`config.mk`:
```
export PLATFORM = sky130hd
export DESIGN_NAME = spawn_scheduler
export DESIGN_NICKNAME = d
export VERILOG_FILES = /design/src/rtl/spawn_scheduler.sv
export SDC_FILE = /design/constraint.sdc
export NUM_CORES = 1
export LEC_CHECK = 0
export BUFFER_PORTS_ARGS = -buffer_cell sky130_fd_sc_hd__buf_2
export CAP_MARGIN = 20
export CORE_AREA = 4 4 67 69
export DETAILED_ROUTE_END_ITERATION = 10
export DIE_AREA = 0 0 71 73
export PLACE_DENSITY = 0.69
export SLEW_MARGIN = 20
export SYNTH_ARGS = -nofsm -noshare
export SYNTH_HDL_FRONTEND = slang
export SYNTH_SLANG_ARGS = --single-unit
```
`constraint.sdc`:
```
create_clock -name clk -period 2.8 [get_ports clk]
set_input_delay 0.56 -clock clk [delete_from_list [all_inputs] [get_ports clk]]
set_output_delay 0.56 -clock clk [all_outputs]
set_load 0.005 [all_outputs]
```
`src/rtl/spawn_scheduler.sv`:
```
// spawn_scheduler
//   Turns a free-running pseudorandom word into timed spawn requests. After
//   a random number of frame ticks a request (x position, object type) is
//   presented on a valid/ready handshake and held until it is accepted.
//
//   Optional build macro: SPAWN_COUNT_EN adds spawn_count, a wrapping
//   16-bit count of completed transfers.
//
// Ports
//   clk          system clock, posedge
//   rst_n        synchronous active-low reset
//   en           scheduler enable (game running)
//   frame_tick   one-cycle pulse per video frame
//   rand_word    32-bit pseudorandom word, new value every cycle
//   spawn_valid  spawn request pending
//   spawn_ready  consumer accepts the request this cycle
//   spawn_x      spawn x coordinate (10 bit)
//   spawn_type   object type code (2 bit)
//   spawn_count  completed transfers (SPAWN_COUNT_EN only)
module spawn_scheduler #(
    parameter logic [15:0] MIN_DELAY = 16'd16,
    parameter int          DLY_W     = 6,
    parameter logic [9:0]  X_BASE    = 10'd64,
    parameter int          XW        = 8
) (
    input  logic        clk,
    input  logic        rst_n,
    input  logic        en,
    input  logic        frame_tick,
    input  logic [31:0] rand_word,
    output logic        spawn_valid,
    input  logic        spawn_ready,
    output logic [9:0]  spawn_x,
    output logic [1:0]  spawn_type
`ifdef SPAWN_COUNT_EN
    ,
    output logic [15:0] spawn_count
`endif
);

    typedef enum logic [1:0] {
        S_IDLE,
        S_WAIT,
        S_REQ
    } state_t;

    state_t      state_q, state_d;
    logic [15:0] cnt_q, cnt_d;
    logic        valid_q, valid_d;
    logic [9:0]  x_q, x_d;
    logic [1:0]  type_q, type_d;
    logic [15:0] load_val;
    logic        xfer;

    // Only the delay, x-offset and type fields of the random word are used.
    logic        unused_rand;
    assign unused_rand = ^rand_word;

    assign load_val = MIN_DELAY + 16'(rand_word[DLY_W-1:0]);
    assign xfer     = valid_q & spawn_ready;

    always_comb begin
        state_d = state_q;
        cnt_d   = cnt_q;
        valid_d = valid_q;
        x_d     = x_q;
        type_d  = type_q;
        case (state_q)
            S_IDLE: begin
                if (en) begin
                    state_d = S_WAIT;
                    cnt_d   = load_val;
                end
            end
            S_WAIT: begin
                if (!en) begin
                    // countdown is discarded; a fresh delay is drawn on re-enable
                    state_d = S_IDLE;
                end else if (frame_tick) begin
                    if (cnt_q != 16'd0) begin
                        cnt_d = cnt_q - 16'd1;
                    end else begin
                        state_d = S_REQ;
                        valid_d = 1'b1;
                        // 10-bit add wraps modulo 1024 by construction
                        x_d     = X_BASE + 10'(rand_word[8 +: XW]);
                        type_d  = rand_word[25:24];
                    end
                end
            end
            S_REQ: begin
                // request is held regardless of en/frame_tick until accepted
                if (xfer) begin
                    valid_d = 1'b0;
                    if (en) begin
                        state_d = S_WAIT;
                        cnt_d   = load_val;
                    end else begin
                        state_d = S_IDLE;
                    end
                end
            end
            default: begin
                state_d = S_IDLE;
                valid_d = 1'b0;
            end
        endcase
    end

    always_ff @(posedge clk) begin
        if (!rst_n) begin
            state_q <= S_IDLE;
            cnt_q   <= 16'd0;
            valid_q <= 1'b0;
            x_q     <= 10'd0;
            type_q  <= 2'd0;
        end else begin
            state_q <= state_d;
            cnt_q   <= cnt_d;
            valid_q <= valid_d;
            x_q     <= x_d;
            type_q  <= type_d;
        end
    end

    assign spawn_valid = valid_q;
    assign spawn_x     = x_q;
    assign spawn_type  = type_q;

`ifdef SPAWN_COUNT_EN
    logic [15:0] count_q, count_d;

    always_comb begin
        count_d = count_q;
        if (xfer) begin
            count_d = count_q + 16'd1;
        end
    end

    always_ff @(posedge clk) begin
        if (!rst_n) begin
            count_q <= 16'd0;
        end else begin
            count_q <= count_d;
        end
    end

    assign spawn_count = count_q;
`endif

endmodule

```
==> key figures, run 1 <==
Synth
  • Yosys warns: 0
  • Synth top area share: 40.0%
  • Sequential area share after synthesis: 40.0%
  • Synthesis-stage register bit count: 30
  • Largest cells by area after synthesis: dfxtp_1, nor2_1, mux2i_1
  • Avg Inst Size Synth: 9.00 sq um
  • Library cells used by synthesis: 47
  • Main synth FF type: dfxtp_1
  • Post-Syn Area: 1500 sq um
  • Most common cell in the netlist: nor2_1
  • Synth async-reset ratio: 0%
  • Commonest cells in the netlist: nor2_1, dfxtp_1, mux2i_1, a21oi_1, nand2_1
  • Area leader, netlist: dfxtp_1
  • Number of synthesized flops with an enable pin: 0
  • Synthesized instance count: 167
  • Mapped Nets: 207

CTS
  • Cts bufs inserted: 5
  • Clk sinks: 30
  • CTS root buf: clkbuf_8
  • H-Tree Depth: 2
  • Post-CTS Resized: 0
  • Post-CTS setup buffer count: 0
  • CTS tree: yes
  • Cts hold-fix bufs: 0
  • Maximum root-to-sink buffer count: 2
  • Worst skew pair latency: 280 ps
  • Clock slew at reported path FFs: 70 ps

Timing
  • Minimum clock period: 2130 ps
  • Setup TNS: 0 ps
  • Unrepaired setup endpoints after global routing: no
  • Period utilization: 76.1%
  • Slew headroom: 61.6%
  • Final clock skew: 3.53 ps
  • Pins Over Slew Limit: 0
  • Final setup fails: 0
  • Final hold vios: 0
  • Worst-margin pin slew: 575 ps
  • Hold WS: 495 ps
  • Fmax: 469 MHz

Floorplan
  • Die height: 73 um
  • I/O pin count: 50
  • Initial core utilization: 38.4%
  • Chip Width: 71 um
  • Core Region: 3910 sq um
  • Die area: 5180 sq um
  • Std-Cell Rows: 23

Layout
  • Area growth from synthesis to layout: 19.4%
  • Post-route cell area: 1790 sq um
  • FF/Latch Area: 601 sq um
  • Layout cells sized above 1: 25.6%
  • Layout Nets: 242
  • Antenna diode instance count: 0
  • Fillers: 413
  • Layout Utilization: 45.8%
  • Multi-input gate area: 835 sq um

Global routing
  • Global-route wire length before repair: 5140 um
  • Largest net degree at the start of global routing: 21
  • Grt total ovfl: 0
  • Initial antenna violation count: 0
  • Vias in the first global route: 1176
  • GRT Overall Usage: 12.4%

Place
  • Port Buffers: 32
  • Routability congestion estimate from global placement: 0.771
  • Final HPWL DP: 2330 um
  • Dpl cell area: 1700 sq um

Critical path
  • Arr. time, crit path: 2350 ps
  • CP delay by family, top: simple AND/OR/NAND/NOR gates
  • Kind of critical path: flop to flop
  • Startpoint types: flop
  • Crit-path cells: inv_1 > ha_1 > nor3b_2 > nand3_1 > o31ai_2 > buf_4 > nor4bb_1 > and4b_1
  • CP endpoint kind: flop
  • CP peak stage delay: 420 ps
  • CP Max Fanout: 20
  • CP required: 3020 ps
  • Slowest-stage cell, CP: nor3b_2
  • Worst path bufs/invs: 2

Detailed routing
  • DRT iter0 DRCs: 64
  • Wire per inst: 12.4 um
  • Post-Route WL: 3130 um
  • Pre-Repair DR Iteration Count: 4
  • Vias/cell: 5.09
  • DRC Markers: 0
  • Final ANT Viol Nets: 0
  • Via count: 1287

Power
  • Leakage power: 0.749 nW
  • Max rail drop VDD: 0.326 mV
  • Power after layout: 1.16 mW
  • Pwr dens: 649 nW/um^2

Flow run
  • Max_cap viols: 0

Hold path
  • Hold Path Class: flop to flop

Run status
  • Run status: completed
## cell usage in the layout (no fill, tap or decap), drive strengths merged, types with 2 or more instances in the layout
cell type	n
xor2	6
ha	3
nor3	5
a21oi	9
nor4	3
or4	2
nand2	8
nor2	31
o21ai	4
a211oi	3
dfxtp	30
buf	35
o211ai	5
inv	5
nand3	4
nor3b	2
nand4	2
mux2i	10
nor2b	3
or3	2
clkbuf	6
o31ai	6
## final cells by class
type | count | area share, %
clock buffers | 6 | 4.60
clock inverters | 2 | 0.697
inverters | 5 | 1.05
multi-input cells | 125 | 46.5
flip-flops and latches | 30 | 33.5
well taps | 50 | 3.49
repair buffers | 35 | 10.2
## final timing paths
path / from / end / slack [ps] / depth (start not counted)
min: cnt_q[9] / cnt_q[9] / 490 / 2
min reg2reg: cnt_q[9] / cnt_q[9] / 490 / 2
max: cnt_q[0] / cnt_q[4] / 670 / 8
max reg2reg: cnt_q[0] / cnt_q[4] / 670 / 8
## flip-flops by register name (all words and copies together), names as in the netlist
register     flops
state_q          2
spawn_x          9
spawn_type       2
spawn_valid      1
cnt_q           16
## per-layer routing
| layer | part of all wire [%] | GRT usage [%] | vias to the layer above |
|---|---|---|---|
| met5 | 0 | 0 | - |
| met4 | 1.6 | 4.38 | 0 |
| met3 | 5.0 | 4.55 | 5 |
| met2 | 47 | 20.4 | 24 |
| met1 | 46 | 15.1 | 588 |
| li1 | - | - | 670 |
## cells by family after synthesis
| family | Yosys count | synth area share, % |
|---|---|---|
| muxes | 10 | 6.66 |
| and+or+nand+nor | 68 | 25.4 |
| adders and majority gates | 3 | 2.50 |
| other | 1 | 0.250 |
| buffers and inverters | 12 | 4.50 |
| DFF | 30 | 40.0 |
| AOI/OAI and AO/OA | 37 | 17.2 |
| xor gates and xnor gates | 6 | 3.50 |
## tightest hold or removal path, cell delays in order, from the launching register on
cell	delay [ps]
dfxtp_1	320
o21ai_0	70
a21oi_1	60
## report_power, final
part           total (mW)  internal, mW  switching, mW
sequential          0.497         0.460         0.0376
clock               0.362         0.197          0.165
combinational       0.304         0.131          0.174
## metrics by stage
step / setup slack (ps) / std cells
finish: 670 / 253
global route: 466 / 253
CTS: 648 / 253
detailed placement: 674 / 245
global placement: 706 / 245
floorplan: 904 / 167
(Power assumes the default switching activity.)
==> inputs of run 2 (changes only) <==
--- a/config.mk
+++ b/config.mk
@@ -10,7 +10,7 @@
 export CORE_AREA = 4 4 67 69
 export DETAILED_ROUTE_END_ITERATION = 10
 export DIE_AREA = 0 0 71 73
-export PLACE_DENSITY = 0.69
+export PLACE_DENSITY = 0.71
 export SLEW_MARGIN = 20
 export SYNTH_ARGS = -nofsm -noshare
 export SYNTH_HDL_FRONTEND = slang
==> constraint.sdc (replaced) <==
create_clock -name clk -period 1.8 [get_ports clk]
set_input_delay 0.36 -clock clk [delete_from_list [all_inputs] [get_ports clk]]
set_output_delay 0.36 -clock clk [all_outputs]
set_load 0.005 [all_outputs]
==> key figures, run 2 (synthesis gave the netlist of run 1 again) <==
Layout
  • Most flops, register: cnt_q
  • Area growth from synthesis to layout: 36.1%
  • Most frequent cells in the layout: buf_2, nor2_1, dfxtp_1
  • Max reg flops: 16
  • Commonest non-fill, non-tap cell in the layout: buf_2
  • Layout Nets: 267
  • Layout cells sized above 1: 36.8%
  • Antenna diode instance count: 0
  • Layout Utilization: 52.2%

Critical path
  • Worst path bufs/invs: 2
  • Reg2Reg Depth: 7
  • Startpoint types: flop
  • CP peak stage delay: 350 ps
  • Kind of critical path: flop to flop
  • Arr. time, crit path: 1980 ps
  • Crit-path cells: a21boi_1 > nor2_1 > o31ai_4 > buf_6 > buf_4 > or3_1 > a21oi_1
  • Slowest-stage cell, CP: dfxtp_1
  • CP required: 2010 ps
  • CP endpoint kind: flop
  • CP delay by family, top: simple AND/OR/NAND/NOR gates
  • CP Max Fanout: 6
  • Levels on crit path: 7

Place
  • Place WS: 30.5 ps
  • Port Buffers: 32
  • Routability congestion estimate from global placement: 0.830
  • Final HPWL DP: 2520 um

Detailed routing
  • Via count: 1435
  • Post-Route WL: 3750 um
  • DRC Markers: 0
  • Pre-Repair DR Iteration Count: 4
  • DRT iter0 DRCs: 54
  • Final ANT Viol Nets: 0
  • Wire per inst: 13.5 um
  • Vias/cell: 5.16

Timing
  • Unrepaired setup endpoints after global routing: yes
  • Final clock skew: 3.16 ps
  • Setup TNS: 0 ps
  • Pins Over Slew Limit: 0
  • Final setup fails: 0
  • Final hold vios: 0
  • Final worst slack: 34.4 ps
  • Minimum clock period: 1770 ps
  • Hold WS: 313 ps
  • Period utilization: 98.1%
  • Fmax: 566 MHz

Power
  • Leakage power: 0.885 nW
  • Max rail drop VDD: 0.576 mV
  • Pwr dens: 1010 nW/um^2

Floorplan
  • Die area: 5180 sq um
  • Core Region: 3910 sq um
  • Initial core utilization: 38.4%
  • Std-Cell Rows: 23
  • Die height: 73 um
  • I/O pin count: 50
  • Chip Width: 71 um

CTS
  • Maximum root-to-sink buffer count: 2
  • Cts hold-fix bufs: 0
  • Clk sinks: 30
  • Worst skew pair latency: 280 ps
  • Cts bufs inserted: 5
  • Clock slew at reported path FFs: 60 ps
  • H-Tree Depth: 2
  • CTS tree: yes
  • CTS root buf: clkbuf_8

Hold path
  • Hold Path Class: input pin to flop
  • Hold path depth: 3

Global routing
  • Largest net degree at the start of global routing: 18
  • Vias in the first global route: 1386
  • GRT Overall Usage: 14.8%
  • Grt total ovfl: 0
  • Initial antenna violation count: 0
  • Global-route wire length before repair: 6040 um

Run status
  • Run status: completed

Flow run
  • Max_cap viols: 0
-- run 2: final timing paths --
check	start	end	slack, ps
setup reg to reg	state_q[1]	cnt_q[9]	30
setup / recovery	state_q[1]	cnt_q[9]	30
hold / removal	rand_word[25]	spawn_type[1]	310
hold reg to reg	spawn_x[3]	spawn_x[3]	490
-- run 2: what timing repair did --
item | 4_1_cts | 5_1_grt
setup endpoints to repair | 0 | 22
gates resized for setup | 0 | 14
setup buffers | 0 | 3
-- run 2: metrics by stage --
| stage | power, mW | cell area, sq um | instances |
|---|---|---|---|
| final | 2.07 | 2040 | 278 |
| after global routing | 2.21 | 2040 | 278 |
| after CTS | 2.01 | 1970 | 273 |
| after detailed placement | 1.43 | 1880 | 265 |
| after global placement | 1.42 | 1880 | 265 |
| after floorplan | 1.19 | 1520 | 167 |
-- run 2: worst reg2reg max path: stages (launching register included) --
cell,delay (ps)
dfxtp_1,350
a21boi_1,170
nor2_1,320
o31ai_4,100
buf_6,150
buf_4,130
or3_1,340
a21oi_1,140
-- run 2: layer usage --
layer / vias up / GRT usage, % / share of wire (%)
met5: - / 0 / 0
met4: 0 / 5.85 / 2.9
met3: 9 / 5.37 / 5.2
met2: 39 / 23.7 / 47
met1: 668 / 18.3 / 45
li1: 719 / - / -
-- run 2: power by group --
part	total (mW)	switching [mW]	internal, mW
combinational	0.738	0.366	0.371
clock	0.561	0.254	0.308
sequential	0.766	0.0498	0.716
-- run 2: cell type report --
| class | count | area, sq um |
|---|---|---|
| well taps | 50 | 62.6 |
| inverters | 5 | 18.8 |
| clock buffers | 7 | 86.3 |
| clock inverters | 1 | 5.00 |
| flip-flops and latches | 30 | 603 |
| multi-input cells | 125 | 880 |
| fillers | 386 | 1870 |
| repair buffers | 60 | 389 |
==> inputs of run 3 (changes only) <==
--- a/config.mk
+++ b/config.mk
@@ -11,6 +11,8 @@
 export DETAILED_ROUTE_END_ITERATION = 10
 export DIE_AREA = 0 0 71 73
 export PLACE_DENSITY = 0.71
+export RECOVER_POWER = 50
+export SETUP_SLACK_MARGIN = 0.15
 export SLEW_MARGIN = 20
 export SYNTH_ARGS = -nofsm -noshare
 export SYNTH_HDL_FRONTEND = slang
==> key figures, run 3 (synthesis gave the netlist of run 1 again) <==
Hold path
  • Sink of the worst hold path: spawn_x[2]
  • Hold Path Class: input pin to flop
  • Worst Hold Launch: rand_word[10]
  • Hold path depth: 3

Global routing
  • Global-route wire length before repair: 6040 um
  • Met3 usage: 4.82%
  • Largest net degree at the start of global routing: 21
  • Grt total ovfl: 0
  • Met1 usage: 17.7%
  • Busiest grt layer: met2
  • GRT Overall Usage: 14.5%
  • Vias in the first global route: 1337
  • GRT met2 Usage: 24.2%
  • Initial antenna violation count: 0

Layout
  • Post-route cell area: 2120 sq um
  • Area growth from synthesis to layout: 41.4%
  • Most frequent cells in the layout: nor2_1, buf_2, dfxtp_1
  • Commonest non-fill, non-tap cell in the layout: nor2_1
  • Max reg flops: 16
  • Most flops, register: cnt_q
  • Non-Filler Instances: 277
  • Layout cells sized above 1: 37.0%
  • Layout Nets: 266
  • Antenna diode instance count: 0

CTS
  • Cts hold-fix bufs: 0
  • Clk sinks: 30
  • Worst skew pair latency: 280 ps
  • Clock slew at reported path FFs: 60 ps
  • H-Tree Depth: 2
  • Maximum root-to-sink buffer count: 2
  • Cts bufs inserted: 5
  • CTS root buf: clkbuf_8
  • CTS tree: yes

Critical path
  • R2R Setup Slk: -30 ps
  • Reg2reg end: cnt_q[9]
  • Slowest-stage cell, CP: or4_4
  • CP peak stage delay: 540 ps
  • Startpoint types: flop
  • CP required: 2010 ps
  • CP Max Fanout: 4
  • Arr. time, crit path: 2040 ps
  • Crit Reg-Reg Startpoint: cnt_q[0]
  • CP endpoint kind: flop
  • Reg2Reg Depth: 6
  • Kind of critical path: flop to flop
  • Crit-path cells: or4_4 > nor4_4 > buf_4 > nand2_2 > or3_1 > a21oi_2

Floorplan
  • Core Region: 3910 sq um
  • I/O pin count: 50
  • Die height: 73 um
  • Chip Width: 71 um
  • Initial core utilization: 38.4%
  • Std-Cell Rows: 23
  • Die area: 5180 sq um

Timing
  • Final hold vios: 0
  • Unrepaired setup endpoints after global routing: yes
  • Final setup fails: 1
  • Period utilization: 102%
  • Minimum clock period: 1830 ps
  • Pins Over Slew Limit: 0
  • Slew headroom: 65.1%
  • Final clock skew: 3.43 ps
  • Final worst slack: -29.8 ps
  • Fmax: 547 MHz
  • Worst-margin pin slew: 519 ps

Detailed routing
  • Vias/cell: 5.19
  • Final ANT Viol Nets: 0
  • DRT iter0 DRCs: 61
  • Post-Route WL: 3660 um
  • DRC Markers: 0
  • Wire per inst: 13.2 um
  • Pre-Repair DR Iteration Count: 4
  • Via count: 1438

Place
  • Dpl cell area: 1900 sq um
  • Port Buffers: 32
  • Routability congestion estimate from global placement: 0.799
  • Dpl cells: 263
  • Place WS: -2.22 ps
  • Final HPWL DP: 2540 um

Run status
  • Failing checks: setup timing
  • Run status: finished, violations left

Power
  • Power after layout: 2.25 mW
  • Max rail drop VDD: 0.673 mV
  • Pwr dens: 1060 nW/um^2
  • Leakage power: 0.896 nW

Flow run
  • Max_cap viols: 0
## run 3: changes by cell type in the layout (fill, tap and decap cells not counted), sizes merged
cell	before	now
buf	60	55
clkbuf	7	12
clkinv	1	0
## run 3: worst max-delay path by stage
stage | start | end | cells after the start
after floorplan | cnt_q[1] | spawn_type[1] | 8
after global placement | cnt_q[1] | cnt_q[9] | 6
after detailed placement | cnt_q[1] | cnt_q[9] | 6
after CTS | cnt_q[0] | cnt_q[9] | 6
after global routing | cnt_q[0] | cnt_q[9] | 6
final | cnt_q[0] | cnt_q[9] | 6
## run 3: through the flow
| stage | hold slack [ps] | setup TNS [ps] | util [%] |
|---|---|---|---|
| 4_1_cts | 310 | 0 | 52.6 |
| 2_1_floorplan | 462 | 0 | - |
| 3_5_place_dp | 482 | -2.22 | 48.6 |
| 5_1_grt | 315 | -1020 | 54.3 |
| 3_3_place_gp | 470 | 0 | 48.6 |
| 6_report | 312 | -29.8 | 54.3 |
## run 3: worst max-delay path, delay by kind of cell (launching register included)
| kind | cells | cell delay (ps) |
|---|---|---|
| AND/OR/NAND/NOR | 4 | 1130 |
| flip-flops | 1 | 340 |
| buffers and inverters | 1 | 170 |
| AO/OA/AOI/OAI | 1 | 120 |
## run 3: cell type report
| type | instances | area (sq um) |
|---|---|---|
| multi-input cells | 125 | 912 |
| fillers | 383 | 1790 |
| well taps | 50 | 62.6 |
| clock buffers | 8 | 110 |
| repair buffers | 59 | 418 |
| flip-flops and latches | 30 | 603 |
| inverters | 5 | 18.8 |
## run 3: timing repair
item                                    4_1_cts  5_1_grt
gates cloned                                  0        1
pin swaps                                     2        4
endpoints found under the setup margin       23       27
gates resized for setup                       2        6
buffers inserted                              3        2
endpoints found under the hold margin         0        0
## run 3: metal layers
layer / vias up / wire length, um
li1: 716 / -
met1: 676 / 1600
met2: 40 / 1810
met3: 6 / 205
met4: 0 / 38
met5: - / 0
## run 3: where the power goes
group | internal (mW) | switching, mW | leakage [nW]
logic | 0.445 | 0.409 | 0.594
clock network | 0.386 | 0.256 | 0.0575
registers | 0.716 | 0.0426 | 0.244
total | 1.55 | 0.708 | 0.896
